File: config.mk
export PLATFORM = sky130hd
export DESIGN_NAME = multiplier_scorer
export DESIGN_NICKNAME = d
export VERILOG_FILES = /design/src/rtl/multiplier_scorer_pkg.sv /design/src/rtl/scorer_delay_line.sv /design/src/rtl/multiplier_scorer.sv
export SDC_FILE = /design/constraint.sdc
export NUM_CORES = 1
export LEC_CHECK = 0
export ABC_AREA = 1
export BUFFER_PORTS_ARGS = -buffer_cell sky130_fd_sc_hd__buf_2
export CAP_MARGIN = 15
export CELL_PAD_IN_SITES_DETAIL_PLACEMENT = 1
export CELL_PAD_IN_SITES_GLOBAL_PLACEMENT = 2
export CORE_MARGIN = 8
export CORE_UTILIZATION = 33
export DETAILED_ROUTE_END_ITERATION = 8
export PLACE_DENSITY_LB_ADDON = 0.1
export RECOVER_POWER = 25
export SLEW_MARGIN = 20
export SYNTH_ARGS = -nofsm -noshare
export SYNTH_HDL_FRONTEND = slang
export SYNTH_SLANG_ARGS = --single-unit
File: constraint.sdc
create_clock -name clk -period 4.5 [get_ports clk]
set_clock_uncertainty 0.2 [all_clocks]
set_input_delay 0.45 -clock clk [delete_from_list [all_inputs] [get_ports clk]]
set_output_delay 0.45 -clock clk [all_outputs]
set_load 0.02 [all_outputs]
File: src/rtl/multiplier_scorer_pkg.sv
// rtl/multiplier_scorer_pkg.sv - shared types and constants for the multiplier scorer
package multiplier_scorer_pkg;

    typedef enum logic [1:0] {
        IDLE   = 2'd0,
        SWEEP  = 2'd1,
        DRAIN  = 2'd2,
        REPORT = 2'd3
    } state_t;

    localparam int LAT_MIN = 0;
    localparam int LAT_MAX = 3;

    // Number of operand pairs in an exhaustive sweep of two n-bit operands.
    function automatic int vec_count(input int n);
        return 1 << (2 * n);
    endfunction

endpackage

File: src/rtl/scorer_delay_line.sv
// rtl/scorer_delay_line.sv - LAT-stage shift register carrying {valid, expected product}
//
// Ports:
//   clk, rst            clock, asynchronous active-high reset
//   clr                 synchronous clear of the valid bits (new sweep)
//   in_valid, in_data   entry into stage 0
//   out_valid, out_data value leaving the last stage (a wire when LAT is 0)
module scorer_delay_line #(
    parameter int W   = 4,
    parameter int LAT = 0
) (
    input  logic         clk,
    input  logic         rst,
    input  logic         clr,
    input  logic         in_valid,
    input  logic [W-1:0] in_data,
    output logic         out_valid,
    output logic [W-1:0] out_data
);

    generate
        if (LAT == 0) begin : g_wire
            logic unused_ok;
            assign unused_ok = &{1'b0, clk, rst, clr};
            assign out_valid = in_valid;
            assign out_data  = in_data;
        end else begin : g_pipe
            logic [LAT-1:0] vld;
            logic [W-1:0]   dat [LAT];

            always_ff @(posedge clk or posedge rst) begin
                if (rst) begin
                    vld <= '0;
                    for (int i = 0; i < LAT; i++) dat[i] <= '0;
                end else begin
                    if (clr) begin
                        vld <= '0;
                    end else begin
                        vld[0] <= in_valid;
                        for (int i = 1; i < LAT; i++) vld[i] <= vld[i-1];
                    end
                    dat[0] <= in_data;
                    for (int i = 1; i < LAT; i++) dat[i] <= dat[i-1];
                end
            end

            assign out_valid = vld[LAT-1];
            assign out_data  = dat[LAT-1];
        end
    endgenerate

endmodule

File: src/rtl/multiplier_scorer.sv
// rtl/multiplier_scorer.sv - exhaustive functional scorer for a candidate N x N multiplier
//
// Ports:
//   clk, rst    clock, asynchronous active-high reset
//   start       begin a sweep (only honoured in IDLE)
//   a_o, b_o    registered operands driven into the candidate
//   p_i         candidate product, valid LAT cycles after a_o/b_o
//   busy        high while vectors are issued or retiring
//   done        one-cycle pulse when results are final
//   err_count   number of mismatching vectors in the last sweep
//   bit_err     sticky OR of all product-bit differences
//   pass        no mismatches in the last completed sweep
module multiplier_scorer
    import multiplier_scorer_pkg::*;
#(
    parameter int N   = 2,
    parameter int LAT = 0
) (
    input  logic           clk,
    input  logic           rst,
    input  logic           start,
    output logic [N-1:0]   a_o,
    output logic [N-1:0]   b_o,
    input  logic [2*N-1:0] p_i,
    output logic           busy,
    output logic           done,
    output logic [2*N:0]   err_count,
    output logic [2*N-1:0] bit_err,
    output logic           pass
);

    localparam int            PW         = 2 * N;
    localparam logic [PW-1:0] IDX_MAX    = PW'(vec_count(N) - 1);
    localparam logic [1:0]    DRAIN_LAST = (LAT > 0) ? 2'(LAT - 1) : 2'd0;

    generate
        if (LAT < LAT_MIN || LAT > LAT_MAX) begin : g_bad_lat
            $error("multiplier_scorer: LAT must be within 0..3");
        end
    endgenerate

    state_t        state, state_nx;
    logic [PW-1:0] idx;
    logic [1:0]    drain_cnt;
    logic [PW-1:0] exp_p, dl_exp;
    logic          dl_valid, accept, idx_last, drain_last, mismatch;
    logic [PW:0]   err_nx;
    logic [PW-1:0] bit_nx;

    // Operands come straight from the index register, so they are registered
    // and naturally hold the last vector while draining.
    assign a_o = idx[PW-1:N];
    assign b_o = idx[N-1:0];

    assign accept     = (state == IDLE) && start;
    assign idx_last   = (idx == IDX_MAX);
    assign drain_last = (drain_cnt == DRAIN_LAST);
    assign exp_p      = PW'(a_o) * PW'(b_o);

    scorer_delay_line #(
        .W   (PW),
        .LAT (LAT)
    ) u_delay (
        .clk       (clk),
        .rst       (rst),
        .clr       (accept),
        .in_valid  (state == SWEEP),
        .in_data   (exp_p),
        .out_valid (dl_valid),
        .out_data  (dl_exp)
    );

    assign mismatch = dl_valid && (p_i != dl_exp);
    assign err_nx   = err_count + {{PW{1'b0}}, mismatch};
    assign bit_nx   = dl_valid ? (bit_err | (p_i ^ dl_exp)) : bit_err;

    always_ff @(posedge clk or posedge rst) begin
        if (rst) state <= IDLE;
        else     state <= state_nx;
    end

    always_comb begin
        state_nx = state;
        busy     = 1'b0;
        done     = 1'b0;
        case (state)
            IDLE:   if (start) state_nx = SWEEP;
            SWEEP: begin
                busy = 1'b1;
                if (idx_last) state_nx = (LAT > 0) ? DRAIN : REPORT;
            end
            DRAIN: begin
                busy = 1'b1;
                if (drain_last) state_nx = REPORT;
            end
            REPORT: begin
                done     = 1'b1;
                state_nx = IDLE;
            end
            default: state_nx = IDLE;
        endcase
    end

    always_ff @(posedge clk or posedge rst) begin
        if (rst) begin
            idx       <= '0;
            drain_cnt <= '0;
            err_count <= '0;
            bit_err   <= '0;
            pass      <= 1'b0;
        end else if (accept) begin
            idx       <= '0;
            drain_cnt <= '0;
            err_count <= '0;
            bit_err   <= '0;
            pass      <= 1'b0;
        end else begin
            if (state == SWEEP && !idx_last) idx <= idx + PW'(1);
            drain_cnt <= (state == DRAIN) ? drain_cnt + 2'd1 : 2'd0;
            err_count <= err_nx;
            bit_err   <= bit_nx;
            // Latch pass on entry to REPORT so it already includes the final
            // compare and is valid in the done cycle.
            if (state_nx == REPORT && state != REPORT) pass <= (err_nx == '0);
        end
    end

endmodule

=== Yosys cells after proc, flatten, opt, wreduce, memory -nomap -nowiden ===
Cells that the tools add are included.

* Output and inout port bits: 16
* Register bits: 18
* Word-level logic and storage cells: 46
* Input bits: 7

* Multiplexer cells: 15
* Bitwise operators: 2
* Eq/ne operators: 7
* Reductions and logical operators: 12
* Multipliers: 1
* $add $sub $neg: 3

{| class="wikitable"
|+ Operator list
! kind !! count
|-
| $mux W4 || 4
|-
| $mux W2 || 5
|-
| $pmux W2 S4 || 1
|-
| $eq A2 B2 Y1 const B || 3
|-
| $reduce_bool A2 Y1 || 3
|-
| $add A5 B1 Y5 || 1
|-
| $logic_not A5 Y1 || 1
|-
| $mux W5 || 1
|-
| $add A4 B1 Y4 const B || 1
|-
| $eq A4 B4 Y1 const B || 1
|-
| $logic_and A1 B1 Y1 || 4
|-
| $logic_not A2 Y1 || 2
|-
| $mul A2 B2 Y4 || 1
|-
| $mux W1 || 4
|-
| $ne A4 B4 Y1 || 1
|-
| $or A4 B4 Y4 || 1
|-
| $xor A4 B4 Y4 || 1
|-
| $add A2 B1 Y2 const B || 1
|-
| $eq A2 B1 Y1 const B || 1
|-
| $ne A2 B2 Y1 const B || 1
|-
| $reduce_or A2 Y1 || 1
|-
| $logic_not A1 Y1 || 1
|}

=== Logic depth before layout (Yosys ltp) ===
Gate-level depths: netlist of run 1.

* Depth in word-level cells: 7
* Gate-level depth with buffers: 15
* Depth with buffers taken out: 15

=== By module ===
Synthesis of run 1 repeated with hierarchy kept, for this count alone.

* Cells, all modules: 127
* Area total of the unflattened synthesis: 1,091.0 um2

{| class="wikitable"
|+ By module, submodules not included
! module !! sequential area each (um2) !! cells an instance !! area an instance (um2) !! times used
|-
| multiplier_scorer || 450.4 || 122 || 1,053.5 || 1
|-
| scorer_delay_line || 0.0 || 5 || 37.5 || 1
|}

=== Worst setup path before layout of run 1 ===
No wires, ideal clock.

* Kind: flip-flop to flip-flop
* Start point: register idx[2]
* End point: register pass
* Path buffers: 0
* Period minus slack after synthesis: 2.656 ns
* Slack: 1.844 ns
* Data required time: 4.235 ns
* Library setup time: 0.065 ns
* Arrival: 2.390 ns
* Cell stages (with the launch flop): 15
* Path through: dfrtp_1 > nand2_1 > inv_1 > ha_1 > ha_1 > xor2_1 > nor3_1 > a21oi_1 > ha_1 > ha_1 > xnor2_1 > nand3_1 > nor2_1 > nand3_1 > nand2_1

* Cells in the longest elaborated chain, start to end: 7
* Elaborated cells between the ends (all ways): 13
* Those cells by class: add/sub: 1; mul: 1; eq/ne: 3; mux: 4; reduce/logical: 4

{| class="wikitable"
|+ Ends and longest elaborated chain
! item !! line !! text
|-
| start, declared || multiplier_scorer.sv:43 || <nowiki>logic [PW-1:0] idx;</nowiki>
|-
| start signal, assigned || multiplier_scorer.sv:118 || <nowiki>if (state == SWEEP && !idx_last) idx <= idx + PW'(1);</nowiki>
|-
| $mul A2 B2 Y4 || multiplier_scorer.sv:58 || <nowiki>assign exp_p = PW'(a_o) * PW'(b_o);</nowiki>
|-
| $ne A4 B4 Y1 || multiplier_scorer.sv:73 || <nowiki>assign mismatch = dl_valid && (p_i != dl_exp);</nowiki>
|-
| $logic_and A1 B1 Y1 || multiplier_scorer.sv:73 ||
|-
| $add A5 B1 Y5 || multiplier_scorer.sv:74 || <nowiki>assign err_nx = err_count + {{PW{1'b0}}, mismatch};</nowiki>
|-
| $logic_not A5 Y1 || multiplier_scorer.sv:124 || <nowiki>if (state_nx == REPORT && state != REPORT) pass <= (err_nx == '0);</nowiki>
|-
| $mux W1 || multiplier_scorer.sv:124 ||
|-
| $mux W1 || multiplier_scorer.sv:111 || <nowiki>end else if (accept) begin</nowiki>
|-
| end signal, assigned || multiplier_scorer.sv:124 ||
|-
| end, declared || multiplier_scorer.sv:29 || <nowiki>output logic pass</nowiki>
|}

Several ways; a longest one is shown, not always the timed one. The select of a mux whose other input is x is not followed.
A chain may end at the register's enable or synchronous reset.

=== Worst setup path in the final report of run 1 ===
Ends and elaborated chain as after synthesis.

==> results of run 1 <==
[layer usage]
layer | vias up | track usage (%) | share of wire (%)
met5 | - | 0 | 0
met1 | 403 | 12.7 | 47
li1 | 429 | - | -
met4 | 0 | 2.04 | 0.33
met3 | 2 | 2.37 | 4.9
met2 | 10 | 17.2 | 48
[state kept, by name (all words and copies together) (netlist names)]
signal,flops
err_count,5
bit_err,4
state,2
drain_cnt,2
idx,4
pass,1
[final timing paths]
kind | from | endpoint | slack, ps | cells past startpoint
min in group clk | drain_cnt[0]$_DFF_PP0_ | drain_cnt[0]$_DFF_PP0_ | 250 | 1
worst max-delay path | idx[2]$_DFFE_PP0P_ | pass$_DFFE_PP0P_ | 1610 | 14
worst min register to register | drain_cnt[0]$_DFF_PP0_ | drain_cnt[0]$_DFF_PP0_ | 250 | 1
worst max register to register | idx[2]$_DFFE_PP0P_ | pass$_DFFE_PP0P_ | 1610 | 14
worst min-delay path | rst | bit_err[2]$_DFFE_PP0P_ | 40 | 2
max in group asynchronous | rst | state[0]$_DFF_PP0_ | 3600 | 2
[kinds of logic (layout without fill, tap and decap cells)]
family                   Yosys count  in the layout
AO/OA/AOI/OAI                     14             14
XOR/XNOR                           6              6
adder cells (fa/ha/maj)           11             11
buffers and inverters             21             46
flip-flops                        18             18
AND/OR/NAND/NOR                   50             50
[area by class of cell]
| type | instances | area share (%) |
|---|---|---|
| clock buffers | 4 | 3.03 |
| inverters | 20 | 6.27 |
| multi-input cells | 81 | 40.4 |
| flip-flops and latches | 18 | 37.6 |
| well taps | 33 | 3.45 |
| repair buffers | 22 | 9.20 |
[power groups by stage]
| stage | registers (mW) | clock network, mW | logic, mW |
|---|---|---|---|
| 5_1_grt | 0.310 | 0.108 | 0.580 |
| 6_report | 0.297 | 0.100 | 0.507 |
| 4_1_cts | 0.298 | 0.103 | 0.519 |
| 3_5_place_dp | 0.302 | 0 | 0.516 |
| 3_3_place_gp | 0.298 | 0 | 0.505 |
| 2_1_floorplan | 0.358 | 0 | 0.304 |
[cell usage in the layout (no fill, tap or decap), drive strengths merged, types with 3 or more instances in the layout]
cell and count:
dfrtp 18, o21ai 4, nor2 14, nand2 24, ha 11, clkbuf 4
nor3 3, inv 20, nand3 8, buf 22, xnor2 4, a21oi 9
[critical path, stage by stage, from the launching register on]
cell and delay [ps]:
dfrtp_1 480, nand2_1 130, inv_1 50, ha_1 190
ha_1 280, xor2_1 180, nor3_1 200, a21oi_1 100
ha_1 220, ha_1 220, xnor2_1 220, nand3_1 110
nor2_1 100, nand3_1 80, nand2_1 60
[metrics by stage]
stage | total power, mW | instances | hold slack (ps)
detailed placement | 0.818 | 174 | 235
global route | 0.998 | 178 | 114
global placement | 0.803 | 174 | 226
floorplan | 0.662 | 120 | 189
CTS | 0.920 | 178 | 65.0
finish | 0.904 | 178 | 42.2
==> impl_metrics.csv, run 1 <==
group,metric,value,unit
outcome,status,"completed",
global_route,grt_pass1_wl,4300,µm
final_layout,diodes,0,
cts,post_cts_resized,0,
die,die_h,71.5,µm
die,dieWidth,71.5,µm
sta,fmax,346,MHz
detailed_routing,drt_iter0_markers,12,
sta,min_period,2890,ps
critical_path,critical_path.max_fanout,6,
sta,timing.final.ws_setup,1610,ps
die,design.die.area,5110,µm²
yosys,syn_area,1010,µm²
power,p_int,0.459,mW
hold_path,hold_class,"primary input to async pin",
cts,path_clk_slew,110,ps
cts,cts_root_buf,"clkbuf_4",
power,irDropWorstVdd,0.270,mV
final_layout,register_area,450,µm²
global_route,grt_max_degree,19,
final_layout,syn2layout_area_growth,18.0,%
yosys,synth_top_cell_area_share,44.4,%
yosys,yosys_warnings,0,
die,start_util,34.1,%
power,p_per_area,755,nW/µm²
placed_design,place_ws,1680,ps
cts,cts_made_buffers,3,
placed_design,place_congestion,0.753,
yosys,synthTopCellsByArea,"dfrtp_1 (44%), ha_1 (14%), nand2_1 (8.1%)",
yosys,syn_inst,120,
global_route,antenna_found_initial,0,
yosys,yosys-top-cells-count,"nand2_1 (22), dfrtp_1 (18), inv_1 (18)",
global_route,grt_pass1_vias,904,
yosys,yosys.area_share.simple,21.8,%
cts,clk_path_buf_depth,2,
yosys,muxShareOfSynthArea,0,%
yosys,synthArstFlopShare,100,%
die,io_pins,23,
sta,rsz0062_at_grt,"no",
yosys,synth_top_family_by_area,"simple AND/OR/NAND/NOR gates",
cts,cts_sinks,18,
critical_path,worst_setup_path_start_kind,"flop",
power,clkPwrFrac,11.1,%
sta,hold_viol,0,
cts,cts_setup_buffers,0,
detailed_routing,ant_nets,0,
power,switchingPower,0.445,mW
job,drv_cap,0,
power,leakage,0.682,nW
critical_path,cp.required,4530,ps
cts,clk_latency,290,ps
sta,slew_headroom,53.4,%
yosys,synth_seq_cells,18,
final_layout,num-fill-cells,371,
yosys,synth_compound_area_share,7.15,%
placed_design,hpwlAfterDp,1930,µm
critical_path,path_class,"flop to flop",
placed_design,post_dp_cell_area,1160,µm²
sta,period_share,64.1,%
detailed_routing,avgViaCountPerCell,4.74,
die,rows,20,
final_layout,drive_above_1_share,22.8,%
yosys,synth_xor_area_share,5.18,%
sta,slew_viol_final,0,
yosys,synth_edf_count,0,
yosys,synth.avg_cell_area,8.46,µm²
final_layout,multi_input_area,484,µm²
final_layout,final_core_util,40.2,%
die,coreArea,2980,µm²
power,p_comb_share,56.0,%
detailed_routing,drtPass1Iterations,2,
global_route,grt_util_all_layers,10.1,%
final_layout,nets,164,
yosys,synth_top_area_cell,"dfrtp_1",
detailed_routing,dr_total_vias,844,
sta,setup_viol,0,
yosys,synth_fa_ha_area_share,13.6,%
yosys,ys.flop_type,"dfrtp_1",
detailed_routing,drc,0,
power,p_seq_share,32.9,%
yosys,seq_area_frac_synth,44.4,%
placed_design,numPortBuffers,22,
detailed_routing,post_drt_wl_per_cell,13.5,µm
cts,cts_max_level,1,
critical_path,critical_path.endpoint_type,"flop",
global_route,globalRouteOverflowTotal,0,
sta,finalSetupTns,0,ps
power,sw_frac_of_total,49.2,%
final_layout,design_area,1200,µm²
critical_path,cp.arrival,2910,ps
cts,cts_tree,"built",
sta,worst_pin_slew,698,ps
yosys,synth.distinct_cells,20,
cts,cts_hold_buffers,0,
yosys,yosysMostFrequentCell,"nand2_1",
yosys,synth_nets,138,
detailed_routing,drt_wl_total,2400,µm
Power figures use the tool's default switching activity.
==> run 2: changes to the inputs <==
--- a/config.mk
+++ b/config.mk
@@ -11,7 +11,7 @@
 export CELL_PAD_IN_SITES_DETAIL_PLACEMENT = 1
 export CELL_PAD_IN_SITES_GLOBAL_PLACEMENT = 2
 export CORE_MARGIN = 8
-export CORE_UTILIZATION = 33
+export CORE_UTILIZATION = 27
 export DETAILED_ROUTE_END_ITERATION = 8
 export PLACE_DENSITY_LB_ADDON = 0.1
 export RECOVER_POWER = 25
==> constraint.sdc (replaced) <==
create_clock -name clk -period 2.5 [get_ports clk]
set_clock_uncertainty 0.2 [all_clocks]
set_input_delay 0.25 -clock clk [delete_from_list [all_inputs] [get_ports clk]]
set_output_delay 0.25 -clock clk [all_outputs]
set_load 0.02 [all_outputs]
==> impl_metrics.csv, run 2 (synthesized netlist as in run 1, its figures left out) <==
group,metric,value,unit
placed_design,place_congestion,0.767,
cts,cts_root_buf,"clkbuf_8",
final_layout,syn2layout_area_growth,41.8,%
critical_path,cp.arrival,2440,ps
cts,clk_latency,250,ps
die,design.die.area,5980,µm²
sta,timing.final.ws_setup,7.47,ps
cts,clk_path_buf_depth,2,
critical_path,cp.required,2450,ps
sta,worst_pin_slew,709,ps
power,irDropWorstVdd,0.503,mV
cts,path_clk_slew,70,ps
power,power,1.91,mW
detailed_routing,highest_layer,"met4",
detailed_routing,wl_met3,148,µm
detailed_routing,met2_length,1320,µm
critical_path,cpMostUsedCell,"ha_4",
detailed_routing,drt_wl_total,2660,µm
outcome,status,"completed",
sta,hold_viol,0,
die,dieWidth,77.3,µm
placed_design,numPortBuffers,22,
final_layout,final_common_cell,"nand2_1",
sta,period_share,99.7,%
final_layout,drive_above_1_share,34.6,%
critical_path,worstPathCellList,"nand2_2, inv_2, ha_4, ha_4, xor2_2, nor3_2, a21oi_2, ha_2, ha_4, nand3_4, xnor2_4, nor2_2, nand3_1, nand2_1",
sta,slew_viol_final,0,
final_layout,final_cells,204,
hold_path,worstHoldStart,"start",
critical_path,path_class,"flop to flop",
critical_path,startpoint,"idx[1]$_DFFE_PP0P_",
critical_path,slowest_stage,"dfrtp_2",
die,die_h,77.3,µm
die,io_pins,23,
hold_path,hold_class,"primary input to flop",
cts,cts_made_buffers,3,
final_layout,final_cell_mix,"nand2_1 (20), inv_1 (16), dfrtp_1 (14)",
job,drv_cap,0,
sta,hold_slack,128,ps
detailed_routing,avgViaCountPerCell,4.36,
detailed_routing,ant_nets,0,
final_layout,largest_register,"err_count",
global_route,grt_pass1_wl,4740,µm
detailed_routing,post_drt_wl_per_cell,13.0,µm
sta,slew_headroom,52.7,%
critical_path,critical_path.endpoint_type,"flop",
sta,fmax,401,MHz
final_layout,top_regs,"err_count (5), bit_err (4), idx (4)",
global_route,grt_pass1_vias,987,
final_layout,nets,175,
global_route,grt_util_all_layers,9.65,%
sta,rsz0062_at_grt,"yes",
sta,min_period,2490,ps
global_route,grt_max_degree,19,
placed_design,place_ws,-62.0,ps
power,leakage,0.710,nW
die,coreArea,3630,µm²
final_layout,final_core_util,39.6,%
detailed_routing,drt_iter0_markers,22,
cts,cts_max_level,1,
global_route,antenna_found_initial,0,
critical_path,path_delay_family,"adder cells",
die,start_util,27.9,%
placed_design,hpwlAfterDp,2110,µm
power,p_per_area,1320,nW/µm²
critical_path,critical_path.max_fanout,3,
final_layout,largest_reg_flops,5,
sta,setup_viol,0,
die,rows,22,
critical_path,worst_setup_path_start_kind,"flop",
cts,cts_sinks,18,
cts,cts_tree,"built",
critical_path,r2r_start,"idx[1]$_DFFE_PP0P_",
detailed_routing,drc,0,
placed_design,dp.cells,197,
critical_path,cpPeakStageDelay,420,ps
global_route,globalRouteOverflowTotal,0,
detailed_routing,drtPass1Iterations,3,
detailed_routing,dr_total_vias,889,
final_layout,diodes,0,
critical_path,path_buf_inv,1,
detailed_routing,wl_met1,1180,µm
==> run 2: path summary, 6_finish.rpt <==
path,endpoint,slack (ps),cells past startpoint
max in group asynchronous,idx[0]$_DFFE_PP0P_,1150,3
min in group asynchronous,err_count[4]$_DFF_PP0_,450,3
setup reg to reg,pass$_DFFE_PP0P_,7,14
hold / removal,state[0]$_DFF_PP0_,130,3
setup / recovery,pass$_DFFE_PP0P_,7,14
hold reg to reg,drain_cnt[0]$_DFF_PP0_,250,1
==> run 2: what timing repair did <==
item                                    CTS  global route
setup buffers                             0             2
endpoints found under the setup margin    1             2
endpoints found under the hold margin    18             0
pin swaps                                 3            14
gates resized for setup                   1            11
hold buffers                              1             0
==> run 2: metal layers <==
layer  vias up  track usage (%)
met2        15             16.3
met4         0             1.70
met5         -                0
met1       422             11.3
met3         2             3.85
li1        450                -
==> run 2: through the flow <==
stage,setup TNS (ps),instance area [µm²]
6_report,0,1440
5_1_grt,-188,1440
4_1_cts,0,1380
3_5_place_dp,-62.0,1310
3_3_place_gp,-16.5,1310
2_1_floorplan,0,1080
==> run 2: final cells by class <==
type                            count  area (µm²)
Tap cell                           48        60.1
Sequential cell                    18         455
Inverter                           20        75.1
Timing Repair Buffer               33         183
Multi-Input combinational cell     81         611
Fill cell                         453        2190
Clock buffer                        4        55.1
==> run 2: tightest hold or removal path, delay by kind of cell <==
family / cells / cell delay [ps]
AO/OA/AOI/OAI: 1 / 100
buffers and inverters: 1 / 100
AND/OR/NAND/NOR: 1 / 100
==> run 2: report_power, final <==
part | switching [mW] | internal, mW
Clock | 0.100 | 0.140
Sequential | 0.113 | 0.423
Combinational | 0.689 | 0.441
==> run 3: changes to the inputs <==
--- a/config.mk
+++ b/config.mk
@@ -13,6 +13,7 @@
 export CORE_MARGIN = 8
 export CORE_UTILIZATION = 27
 export DETAILED_ROUTE_END_ITERATION = 8
+export MAX_ROUTING_LAYER = met4
 export PLACE_DENSITY_LB_ADDON = 0.1
 export RECOVER_POWER = 25
 export SLEW_MARGIN = 20
==> impl_metrics.csv, run 3 (synthesized netlist as in run 1, its figures left out) <==
group,metric,value,unit
final_layout,multi_input_area,611,µm²
sta,hold_slack,128,ps
detailed_routing,drc,0,
critical_path,cp.arrival,2440,ps
cts,cts_max_level,1,
final_layout,final_cell_mix,"nand2_1 (20), inv_1 (16), dfrtp_1 (14)",
cts,cts_root_buf,"clkbuf_8",
cts,cts_tree,"built",
power,leakage,0.710,nW
final_layout,largest_reg_flops,5,
sta,setup_viol,0,
final_layout,drive_above_1_share,34.6,%
critical_path,path_delay_family,"adder cells",
final_layout,final_cells,204,
outcome,status,"completed",
final_layout,register_area,455,µm²
sta,period_share,99.7,%
sta,slew_headroom,53.4,%
cts,clk_latency,250,ps
placed_design,place_congestion,0.777,
placed_design,dp.cells,197,
die,start_util,27.9,%
critical_path,critical_path.endpoint_type,"flop",
critical_path,reg2reg_slack,8,ps
final_layout,num-fill-cells,453,
global_route,grt_util_all_layers,9.96,%
cts,cts_sinks,18,
global_route,antenna_found_initial,0,
sta,hold_viol,0,
die,io_pins,23,
sta,min_period,2490,ps
sta,finalSetupTns,0,ps
detailed_routing,ant_nets,0,
power,p_per_area,1320,nW/µm²
critical_path,worst_setup_path_start_kind,"flop",
detailed_routing,drt_wl_total,2650,µm
job,drv_cap,0,
cts,clk_path_buf_depth,2,
critical_path,cpPeakStageDelay,420,ps
final_layout,diodes,0,
final_layout,nets,175,
die,coreArea,3630,µm²
die,design.die.area,5980,µm²
sta,fmax,401,MHz
placed_design,numPortBuffers,22,
detailed_routing,met2_length,1310,µm
critical_path,cpMostUsedCell,"ha_4",
final_layout,syn2layout_area_growth,41.8,%
global_route,grt_pass1_vias,988,
critical_path,critical_path.max_fanout,3,
cts,cts_made_buffers,3,
cts,path_clk_slew,70,ps
critical_path,slowest_stage,"dfrtp_2",
detailed_routing,dr_total_vias,890,
detailed_routing,wl_met1,1240,µm
hold_path,hold_class,"primary input to flop",
critical_path,path_class,"flop to flop",
detailed_routing,post_drt_wl_per_cell,13.0,µm
sta,slew_viol_final,0,
critical_path,cp.required,2450,ps
final_layout,top_regs,"err_count (5), bit_err (4), idx (4)",
power,irDropWorstVdd,0.501,mV
final_layout,largest_register,"err_count",
sta,worst_pin_slew,699,ps
detailed_routing,wl_met3,89,µm
detailed_routing,highest_layer,"met4",
detailed_routing,drtPass1Iterations,3,
final_layout,final_common_cell,"nand2_1",
global_route,grt_max_degree,19,
die,rows,22,
detailed_routing,drt_iter0_markers,21,
sta,rsz0062_at_grt,"yes",
placed_design,hpwlAfterDp,2110,µm
critical_path,path_buf_inv,1,
critical_path,worstPathCellList,"nand2_2, inv_2, ha_4, ha_4, xor2_2, nor3_2, a21oi_2, ha_2, ha_4, nand3_4, xnor2_4, nor2_2, nand3_1, nand2_1",
detailed_routing,avgViaCountPerCell,4.36,
global_route,globalRouteOverflowTotal,0,
global_route,grt_pass1_wl,4750,µm
die,dieWidth,77.3,µm
die,die_h,77.3,µm
-- run 3: cell counts in the layout (fill, tap and decap cells not counted) --
Identical to the previous run, type by type.
-- run 3: metal layers --
metal | GRT usage, % | up-vias
li1 | - | 450
met1 | 11.6 | 422
met2 | 16.5 | 16
met3 | 3.15 | 2
met4 | 1.70 | 0
met5 | - | -
-- run 3: layout make-up --
class                   instances  area share [%]
clock buffers                   4            3.83
inverters                      20            5.22
multi-input cells              81            42.4
flip-flops and latches         18            31.7
well taps                      48            4.17
repair buffers                 33            12.7
-- run 3: final timing paths --
check                                    endpoint                    from  cells past startpoint
max                              pass$_DFFE_PP0P_      idx[1]$_DFFE_PP0P_                     14
min                            state[0]$_DFF_PP0_                   start                      3
max reg2reg                      pass$_DFFE_PP0P_      idx[1]$_DFFE_PP0P_                     14
min reg2reg                drain_cnt[0]$_DFF_PP0_  drain_cnt[0]$_DFF_PP0_                      1
max in group asynchronous      idx[1]$_DFFE_PP0P_                     rst                      3
min in group asynchronous  err_count[4]$_DFF_PP0_                     rst                      3
-- run 3: repair_timing --
| action | CTS | global route |
|---|---|---|
| pin swaps | 3 | 14 |
| hold buffers | 1 | 0 |
| endpoints found under the setup margin | 1 | 2 |
| gates resized for setup | 1 | 11 |
| hold endpoints to repair | 18 | 0 |
| buffers inserted | 0 | 2 |
-- run 3: worst min-delay path, cell delays in order --
cell and delay, ps:
buf_2 100, o21ai_0 100, nand2_1 100
-- run 3: power breakdown --
group	total [mW]	switching [mW]	internal, mW	leakage [nW]
clock	0.239	0.0989	0.140	0.0288
sequential	0.537	0.113	0.423	0.220
combinational	1.13	0.689	0.441	0.461
total	1.91	0.901	1.00	0.710
-- run 3: stage by stage --
stage / instance area [µm²] / power [mW] / worst slack [ps] / utilization [%]
final: 1440 / 1.91 / 8.26 / 39.6
after CTS: 1380 / 1.86 / 1.61 / 38.0
after floorplan: 1080 / 1.25 / 8.02 / -
after global routing: 1440 / 2.10 / -148 / 39.6
after global placement: 1310 / 1.59 / -16.5 / 36.0
after detailed placement: 1310 / 1.61 / -62.0 / 36.0
